$ cat config.mk
export PLATFORM = sky130hd
export DESIGN_NAME = fwd_scoreboard_unit_flat
export DESIGN_NICKNAME = d
export VERILOG_FILES = /design/src/rtl/fwd_scoreboard_unit_pkg.sv /design/src/rtl/fwd_scoreboard_unit_if.sv /design/src/rtl/fwd_scoreboard_unit_prio_sel.sv /design/src/rtl/fwd_scoreboard_unit.sv /design/src/flat_wrapper.sv
export SDC_FILE = /design/constraint.sdc
export NUM_CORES = 1
export LEC_CHECK = 0
export CAP_MARGIN = 20
export CORE_ASPECT_RATIO = 0.75
export CORE_MARGIN = 2
export CORE_UTILIZATION = 40
export CTS_CLUSTER_SIZE = 25
export DETAILED_ROUTE_END_ITERATION = 7
export PLACE_DENSITY_LB_ADDON = 0.08
export SYNTH_ARGS = -nofsm -noshare
export SYNTH_HDL_FRONTEND = slang
export SYNTH_SLANG_ARGS = --single-unit
$ cat constraint.sdc
create_clock -name clk -period 6.3 [get_ports clk]
set_clock_uncertainty 0.1 [all_clocks]
set_input_delay 1.575 -clock clk [delete_from_list [all_inputs] [get_ports clk]]
set_output_delay 1.575 -clock clk [all_outputs]
set_load 0.01 [all_outputs]
$ cat src/rtl/fwd_scoreboard_unit_pkg.sv
// Shared widths, select encodings and helpers for the forwarding/scoreboard unit.
package fwd_scoreboard_unit_pkg;

    localparam int unsigned NumRegsDef   = 32;
    localparam int unsigned AwDef        = 5;
    localparam int unsigned NumSrcDef    = 2;
    localparam int unsigned FwdStagesDef = 2;
    localparam int unsigned LwDef        = 3;
    localparam int unsigned SwDef        = 2;

    // Select code meaning "take the operand from the register file".
    localparam int unsigned FwdSelRf     = 0;

    // Stage indices as seen by the EX operand muxes.
    localparam int unsigned FwdStgExMem  = 0;
    localparam int unsigned FwdStgMemWb  = 1;

    typedef enum logic [SwDef-1:0] {
        SelRf    = 2'd0,
        SelExMem = 2'd1,
        SelMemWb = 2'd2
    } fwd_sel_e;

    // Select code for a hit in downstream stage 'stage'.
    function automatic int unsigned stage_sel(input int unsigned stage);
        return stage + 1;
    endfunction

endpackage

$ cat src/rtl/fwd_scoreboard_unit_if.sv
// ID/EX-side bundle for the forwarding/scoreboard unit: issue request, EX sources,
// downstream writeback tags and the unit's select/stall outputs.
interface fwd_scoreboard_unit_if
    import fwd_scoreboard_unit_pkg::*;
#(
    parameter int unsigned AW         = AwDef,
    parameter int unsigned NUM_SRC    = NumSrcDef,
    parameter int unsigned FWD_STAGES = FwdStagesDef,
    parameter int unsigned LW         = LwDef,
    parameter int unsigned SW         = SwDef
);

    logic                        issue_valid;
    logic                        issue_we;
    logic [AW-1:0]               issue_rd;
    logic [LW-1:0]               issue_lat;
    logic [NUM_SRC*AW-1:0]       issue_rs;
    logic [NUM_SRC-1:0]          issue_rs_use;
    logic                        flush;
    logic [NUM_SRC*AW-1:0]       ex_rs;
    logic [FWD_STAGES-1:0]       stg_we;
    logic [FWD_STAGES*AW-1:0]    stg_rd;
    logic [NUM_SRC*SW-1:0]       fwd_sel;
    logic                        stall;
    logic [31:0]                 stall_cnt;

    // Pipeline control side.
    modport master (
        output issue_valid, issue_we, issue_rd, issue_lat, issue_rs, issue_rs_use, flush,
        output ex_rs, stg_we, stg_rd,
        input  fwd_sel, stall, stall_cnt
    );

    // Forwarding/scoreboard unit side.
    modport slave (
        input  issue_valid, issue_we, issue_rd, issue_lat, issue_rs, issue_rs_use, flush,
        input  ex_rs, stg_we, stg_rd,
        output fwd_sel, stall, stall_cnt
    );

endinterface

$ cat src/rtl/fwd_scoreboard_unit_prio_sel.sv
// Priority encoder: one EX source against all forwardable stages, youngest match wins.
module fwd_prio_sel
    import fwd_scoreboard_unit_pkg::*;
#(
    parameter int unsigned AW         = AwDef,
    parameter int unsigned FWD_STAGES = FwdStagesDef,
    parameter int unsigned SW         = SwDef
) (
    input  logic [AW-1:0]            rs_i,
    input  logic [FWD_STAGES-1:0]    stg_we_i,
    input  logic [FWD_STAGES*AW-1:0] stg_rd_i,
    output logic [SW-1:0]            sel_o
);

    always_comb begin
        sel_o = SW'(FwdSelRf);
        // Walk oldest to youngest so the youngest match is written last and wins.
        for (int s = int'(FWD_STAGES) - 1; s >= 0; s--) begin
            if (stg_we_i[s] && (stg_rd_i[s*AW +: AW] != '0) &&
                (stg_rd_i[s*AW +: AW] == rs_i)) begin
                sel_o = SW'(stage_sel(unsigned'(s)));
            end
        end
    end

endmodule

$ cat src/rtl/fwd_scoreboard_unit.sv
// Operand forwarding selects plus a per-register latency scoreboard that stalls ID
// while a source or destination is still pending from a load or multi-cycle FP op.
module fwd_scoreboard_unit
    import fwd_scoreboard_unit_pkg::*;
#(
    parameter int unsigned NUM_REGS   = NumRegsDef,
    parameter int unsigned AW         = AwDef,
    parameter int unsigned NUM_SRC    = NumSrcDef,
    parameter int unsigned FWD_STAGES = FwdStagesDef,
    parameter int unsigned LW         = LwDef,
    parameter int unsigned SW         = SwDef
) (
    input  logic                  clk,
    input  logic                  reset,
    fwd_scoreboard_unit_if.slave  bus
);

    logic [NUM_SRC*SW-1:0] fwd_sel_w;

    logic [LW-1:0] cnt_q [NUM_REGS];
    logic [LW-1:0] cnt_d [NUM_REGS];
    logic [31:0]   stall_cnt_q;
    logic [31:0]   stall_cnt_d;

    logic [AW-1:0]      src     [NUM_SRC];
    logic [NUM_SRC-1:0] raw_vec;
    logic               raw_hz;
    logic               waw_hz;
    logic               hazard;
    logic               req;
    logic               stall;
    logic               fire;
    logic [LW-1:0]      eff_lat;

    // Forward selects.
    for (genvar i = 0; i < NUM_SRC; i++) begin : g_src
        fwd_prio_sel #(
            .AW         (AW),
            .FWD_STAGES (FWD_STAGES),
            .SW         (SW)
        ) u_prio_sel (
            .rs_i     (bus.ex_rs[i*AW +: AW]),
            .stg_we_i (bus.stg_we),
            .stg_rd_i (bus.stg_rd),
            .sel_o    (fwd_sel_w[i*SW +: SW])
        );

        assign src[i]     = bus.issue_rs[i*AW +: AW];
        assign raw_vec[i] = bus.issue_rs_use[i] && (src[i] != '0) && (cnt_q[src[i]] != '0);
    end

    assign bus.fwd_sel = fwd_sel_w;

    // max(lat, 1) for nonzero lat is lat itself; lat 0 leaves the register untracked.
    assign eff_lat = bus.issue_lat;

    assign raw_hz = |raw_vec;
    assign waw_hz = bus.issue_we && (bus.issue_rd != '0) && (cnt_q[bus.issue_rd] > eff_lat);
    assign hazard = raw_hz || waw_hz;

    // Reset and flush both mask the request before it can stall or write the scoreboard.
    assign req   = !reset && bus.issue_valid && !bus.flush;
    assign stall = req && hazard;
    assign fire  = req && !hazard && bus.issue_we && (bus.issue_rd != '0);

    assign bus.stall     = stall;
    assign bus.stall_cnt = stall_cnt_q;

    always_comb begin
        for (int unsigned r = 0; r < NUM_REGS; r++) begin
            cnt_d[r] = cnt_q[r];
            if (r == 0) begin
                cnt_d[r] = '0;
            end else if (fire && (bus.issue_rd == AW'(r))) begin
                cnt_d[r] = eff_lat;
            end else if (cnt_q[r] != '0) begin
                cnt_d[r] = cnt_q[r] - LW'(1);
            end
        end
    end

    always_comb begin
        stall_cnt_d = stall_cnt_q;
        if (stall && (stall_cnt_q != '1)) begin
            stall_cnt_d = stall_cnt_q + 32'd1;
        end
    end

    always_ff @(posedge clk) begin
        if (reset) begin
            for (int unsigned r = 0; r < NUM_REGS; r++) begin
                cnt_q[r] <= '0;
            end
            stall_cnt_q <= '0;
        end else begin
            cnt_q       <= cnt_d;
            stall_cnt_q <= stall_cnt_d;
        end
    end

    // A stalled request never writes the scoreboard.
    assert property (@(posedge clk) disable iff (reset) !(stall && fire));

endmodule

$ cat src/flat_wrapper.sv
// flat-port wrapper written by rule: the top's interface ports become plain ports
module fwd_scoreboard_unit_flat import fwd_scoreboard_unit_pkg::*;
#(
    parameter int unsigned NUM_REGS   = NumRegsDef,
    parameter int unsigned AW         = AwDef,
    parameter int unsigned NUM_SRC    = NumSrcDef,
    parameter int unsigned FWD_STAGES = FwdStagesDef,
    parameter int unsigned LW         = LwDef,
    parameter int unsigned SW         = SwDef
)
  (clk, reset, bus_issue_valid, bus_issue_we, bus_issue_rd, bus_issue_lat, bus_issue_rs, bus_issue_rs_use, bus_flush, bus_ex_rs, bus_stg_we, bus_stg_rd, bus_fwd_sel, bus_stall, bus_stall_cnt);
  fwd_scoreboard_unit_if #(.AW(AW), .NUM_SRC(NUM_SRC), .FWD_STAGES(FWD_STAGES), .LW(LW), .SW(SW)) bus_i ();
  input  logic clk;
  input  logic reset;
  input wire logic [$bits(bus_i.issue_valid)-1:0] bus_issue_valid;
  input wire logic [$bits(bus_i.issue_we)-1:0] bus_issue_we;
  input wire logic [$bits(bus_i.issue_rd)-1:0] bus_issue_rd;
  input wire logic [$bits(bus_i.issue_lat)-1:0] bus_issue_lat;
  input wire logic [$bits(bus_i.issue_rs)-1:0] bus_issue_rs;
  input wire logic [$bits(bus_i.issue_rs_use)-1:0] bus_issue_rs_use;
  input wire logic [$bits(bus_i.flush)-1:0] bus_flush;
  input wire logic [$bits(bus_i.ex_rs)-1:0] bus_ex_rs;
  input wire logic [$bits(bus_i.stg_we)-1:0] bus_stg_we;
  input wire logic [$bits(bus_i.stg_rd)-1:0] bus_stg_rd;
  output wire logic [$bits(bus_i.fwd_sel)-1:0] bus_fwd_sel;
  output wire logic [$bits(bus_i.stall)-1:0] bus_stall;
  output wire logic [$bits(bus_i.stall_cnt)-1:0] bus_stall_cnt;
  assign bus_i.issue_valid = bus_issue_valid;
  assign bus_i.issue_we = bus_issue_we;
  assign bus_i.issue_rd = bus_issue_rd;
  assign bus_i.issue_lat = bus_issue_lat;
  assign bus_i.issue_rs = bus_issue_rs;
  assign bus_i.issue_rs_use = bus_issue_rs_use;
  assign bus_i.flush = bus_flush;
  assign bus_i.ex_rs = bus_ex_rs;
  assign bus_i.stg_we = bus_stg_we;
  assign bus_i.stg_rd = bus_stg_rd;
  assign bus_fwd_sel = bus_i.fwd_sel;
  assign bus_stall = bus_i.stall;
  assign bus_stall_cnt = bus_i.stall_cnt;
  fwd_scoreboard_unit #(.NUM_REGS(NUM_REGS), .AW(AW), .NUM_SRC(NUM_SRC), .FWD_STAGES(FWD_STAGES), .LW(LW), .SW(SW)) u_core (.clk(clk), .reset(reset), .bus(bus_i));
endmodule
==> flow_summary_export.csv <==
group,metric,value,unit
layout,n_fill_cell,2282,
die,initial_utilization,0.408,
global_route,gr-usage-all-layers,0.245,
place,hpwl,22.5,mm
yosys,synthTopCellsByArea,"dfxtp_1 (27%), ha_1 (8.8%), mux4_2 (6.0%)",
worst_setup_path,cp_max_fo,10,
timing,slew_headroom,0.461,
timing,timing.setup.tns,0,ns
timing,max_freq,165,MHz
yosys,synth.distinct_cells,57,
yosys,syn_inst,1133,
routing,num_vias,8754,
global_route,grt_pass1_vias,8118,
die,coreArea,0.0231,mm²
yosys,ys_warn_count,0,
timing,tightestPinTransition,0.806,ns
routing,ant_nets,0,
pwr,power,4.59,mW
pwr,power.leakage,4.41,nW
timing,period_minus_slack,6.07,ns
pwr,powerDensity,403,mW/mm²
cts,cts_sinks,125,
yosys,seq_area_frac_synth,0.266,
worst_setup_path,cp.required,4.62,ns
yosys,synth_edf_count,0,
routing,wl_per_cell,19.4,µm
timing,post-route-period-util,0.963,
yosys,synth.cell_area,0.00941,mm²
place,gp_congestion,0.930,
status,status,"finished, final reports clean",
layout,layout_common_cells,"nor2_1 (134), dfxtp_1 (125), inv_1 (83)",
die,num_rows,48,
cts,clk_pin_slew,0.06,ns
layout,nets,1333,
cts,cts_buffers,17,
layout,area_growth,21.0,%
cts,cts_max_level,4,
worst_setup_path,critical_path_class,"in -> out",
pwr,irDropWorstVdd,0.000199,V
routing,drc_errors,0,
place,postPlaceCellArea,0.0107,mm²
yosys,synth_top_area_cell,"dfxtp_1",
worst_setup_path,critPathLaunchType,"primary input",
timing,rsz0062_at_grt,"no",
yosys,syn_area_per_cell,8.31,µm²
die,die_w,181,µm
worst_setup_path,arrival,4.39,ns
timing,finalHoldViolCount,0,
worst_setup_path,cp-end-kind,"output port",
routing,dr.first_iter.drc_count,724,
layout,final_common_cell,"nor2_1",
die,die_area,0.0248,mm²
yosys,synth_top_flop_cell,"dfxtp_1",
global_route,grt_pass1_wl,46.7,mm
job,cap_violations,0,
hold_path,min_path_type,"reg -> reg",
cts,postCtsHoldBufs,0,
routing,vias_per_cell,5.71,
yosys,synth_fp_nets,1246,
routing,finalWirelength,29.8,mm
layout,drive_above_1_share,0.122,
timing,setup_viol,0,
global_route,grt_max_degree,57,
cts,clockRootBuffer,"clkbuf_16",
global_route,antenna_found_initial,0,
layout,diodes,0,
cts,clock_latency,0.44,ns
die,ios,84,
cts,clk_path_buf_depth,2,
place,portBuffers,83,
layout,final_area,0.0114,mm²
die,fp.dieH,137,µm
cts,cts_tree,"yes",
timing,slew_viol_final,0,
global_route,grt_overflow_total,0,
yosys,ys_async_sr_fraction,0,
yosys,synth_seq_cells,125,
yosys,synth_top_area_share,0.266,
routing,dr.pass1.iters,5,
[per-layer routing]
metal	GRT usage	vias to the layer above	part of all wire
li1	-	4264	-
met2	0.345	301	0.40
met3	0.0567	33	0.076
met4	0.0723	0	0.016
met1	0.367	4156	0.51
met5	0	-	0
[cell usage after synthesis, types with 38 or more instances]
master,count
nor2_1,134
o21ai_0,43
inv_1,83
xnor2_1,45
a21oi_1,59
clkbuf_1,42
nand2_1,58
nor2b_1,40
ha_1,66
dfxtp_1,125
or3_1,38
mux2i_1,52
[through the flow]
| stage | setup WS [ns] | std cells | util | hold slack, ns |
|---|---|---|---|---|
| 2_1_floorplan | 0.134 | 1133 | - | 0.404 |
| 3_3_place_gp | -0.387 | 1498 | 0.463 | 0.393 |
| 3_5_place_dp | -0.423 | 1499 | 0.464 | 0.404 |
| 4_1_cts | 0.0173 | 1531 | 0.493 | 0.411 |
| 5_1_grt | 0.0287 | 1533 | 0.494 | 0.436 |
| 6_report | 0.234 | 1533 | 0.494 | 0.409 |
[worst paths after layout]
check,startpoint,endpoint,slack (ns),depth (start not counted)
max reg2reg,u_core.cnt_q[13]$_SDFFE_PP0P_,u_core.cnt_q[92]$_SDFFE_PP0P_,2.11,12
min reg2reg,u_core.bus.stall_cnt[26]$_SDFFE_PP0P_,u_core.bus.stall_cnt[26]$_SDFFE_PP0P_,0.41,2
max,bus_issue_rd[0],bus_stall,0.23,13
min,u_core.bus.stall_cnt[26]$_SDFFE_PP0P_,u_core.bus.stall_cnt[26]$_SDFFE_PP0P_,0.41,2
[flip-flops by register name, indices dropped and copies added (netlist names)]
register / count
u_core.bus.stall_cnt: 32
u_core.cnt_q: 93
[cells by family after synthesis]
group,count (synthesis),synth area share
simple gates,430,0.234
compound gates,198,0.134
buf+inv,140,0.0609
flops,125,0.266
mux,115,0.162
fa+ha+maj,66,0.0877
xor+xnor,59,0.0549
[critical path, cell delays in order]
cell and delay (ns):
clkbuf_4 0.22, buf_4 0.24, mux4_2 0.54, mux4_2 0.49
mux2i_1 0.18, ha_1 0.17, nor2b_1 0.04, o21ai_1 0.16
a221oi_2 0.09, a211oi_2 0.28, and2_4 0.22, nor2_1 0.05
clkbuf_2 0.13
[power breakdown]
part           switching (mW)  leakage, nW  total [mW]  internal, mW
combinational           0.994         3.07        2.01          1.01
clock                   0.400        0.310        1.11         0.715
sequential              0.430         1.03        1.47          1.04
total                    1.82         4.41        4.59          2.77
[repair_timing]
action,in CTS,in global routing
setup buffers,0,2
endpoints found under the setup margin,1,1
resized for setup,6,5
pin swaps,0,3
[layout make-up]
cell class	count	area [µm²]	share of cell area
multi-input combinational	868	6350	0.557
sequential	125	2500	0.220
timing repair buffer	124	1200	0.105
clock buffer	19	443	0.0389
tap	300	375	0.0329
inverter	84	315	0.0277
clock inverter	13	213	0.0187
Power figures use the tool's default switching activity.
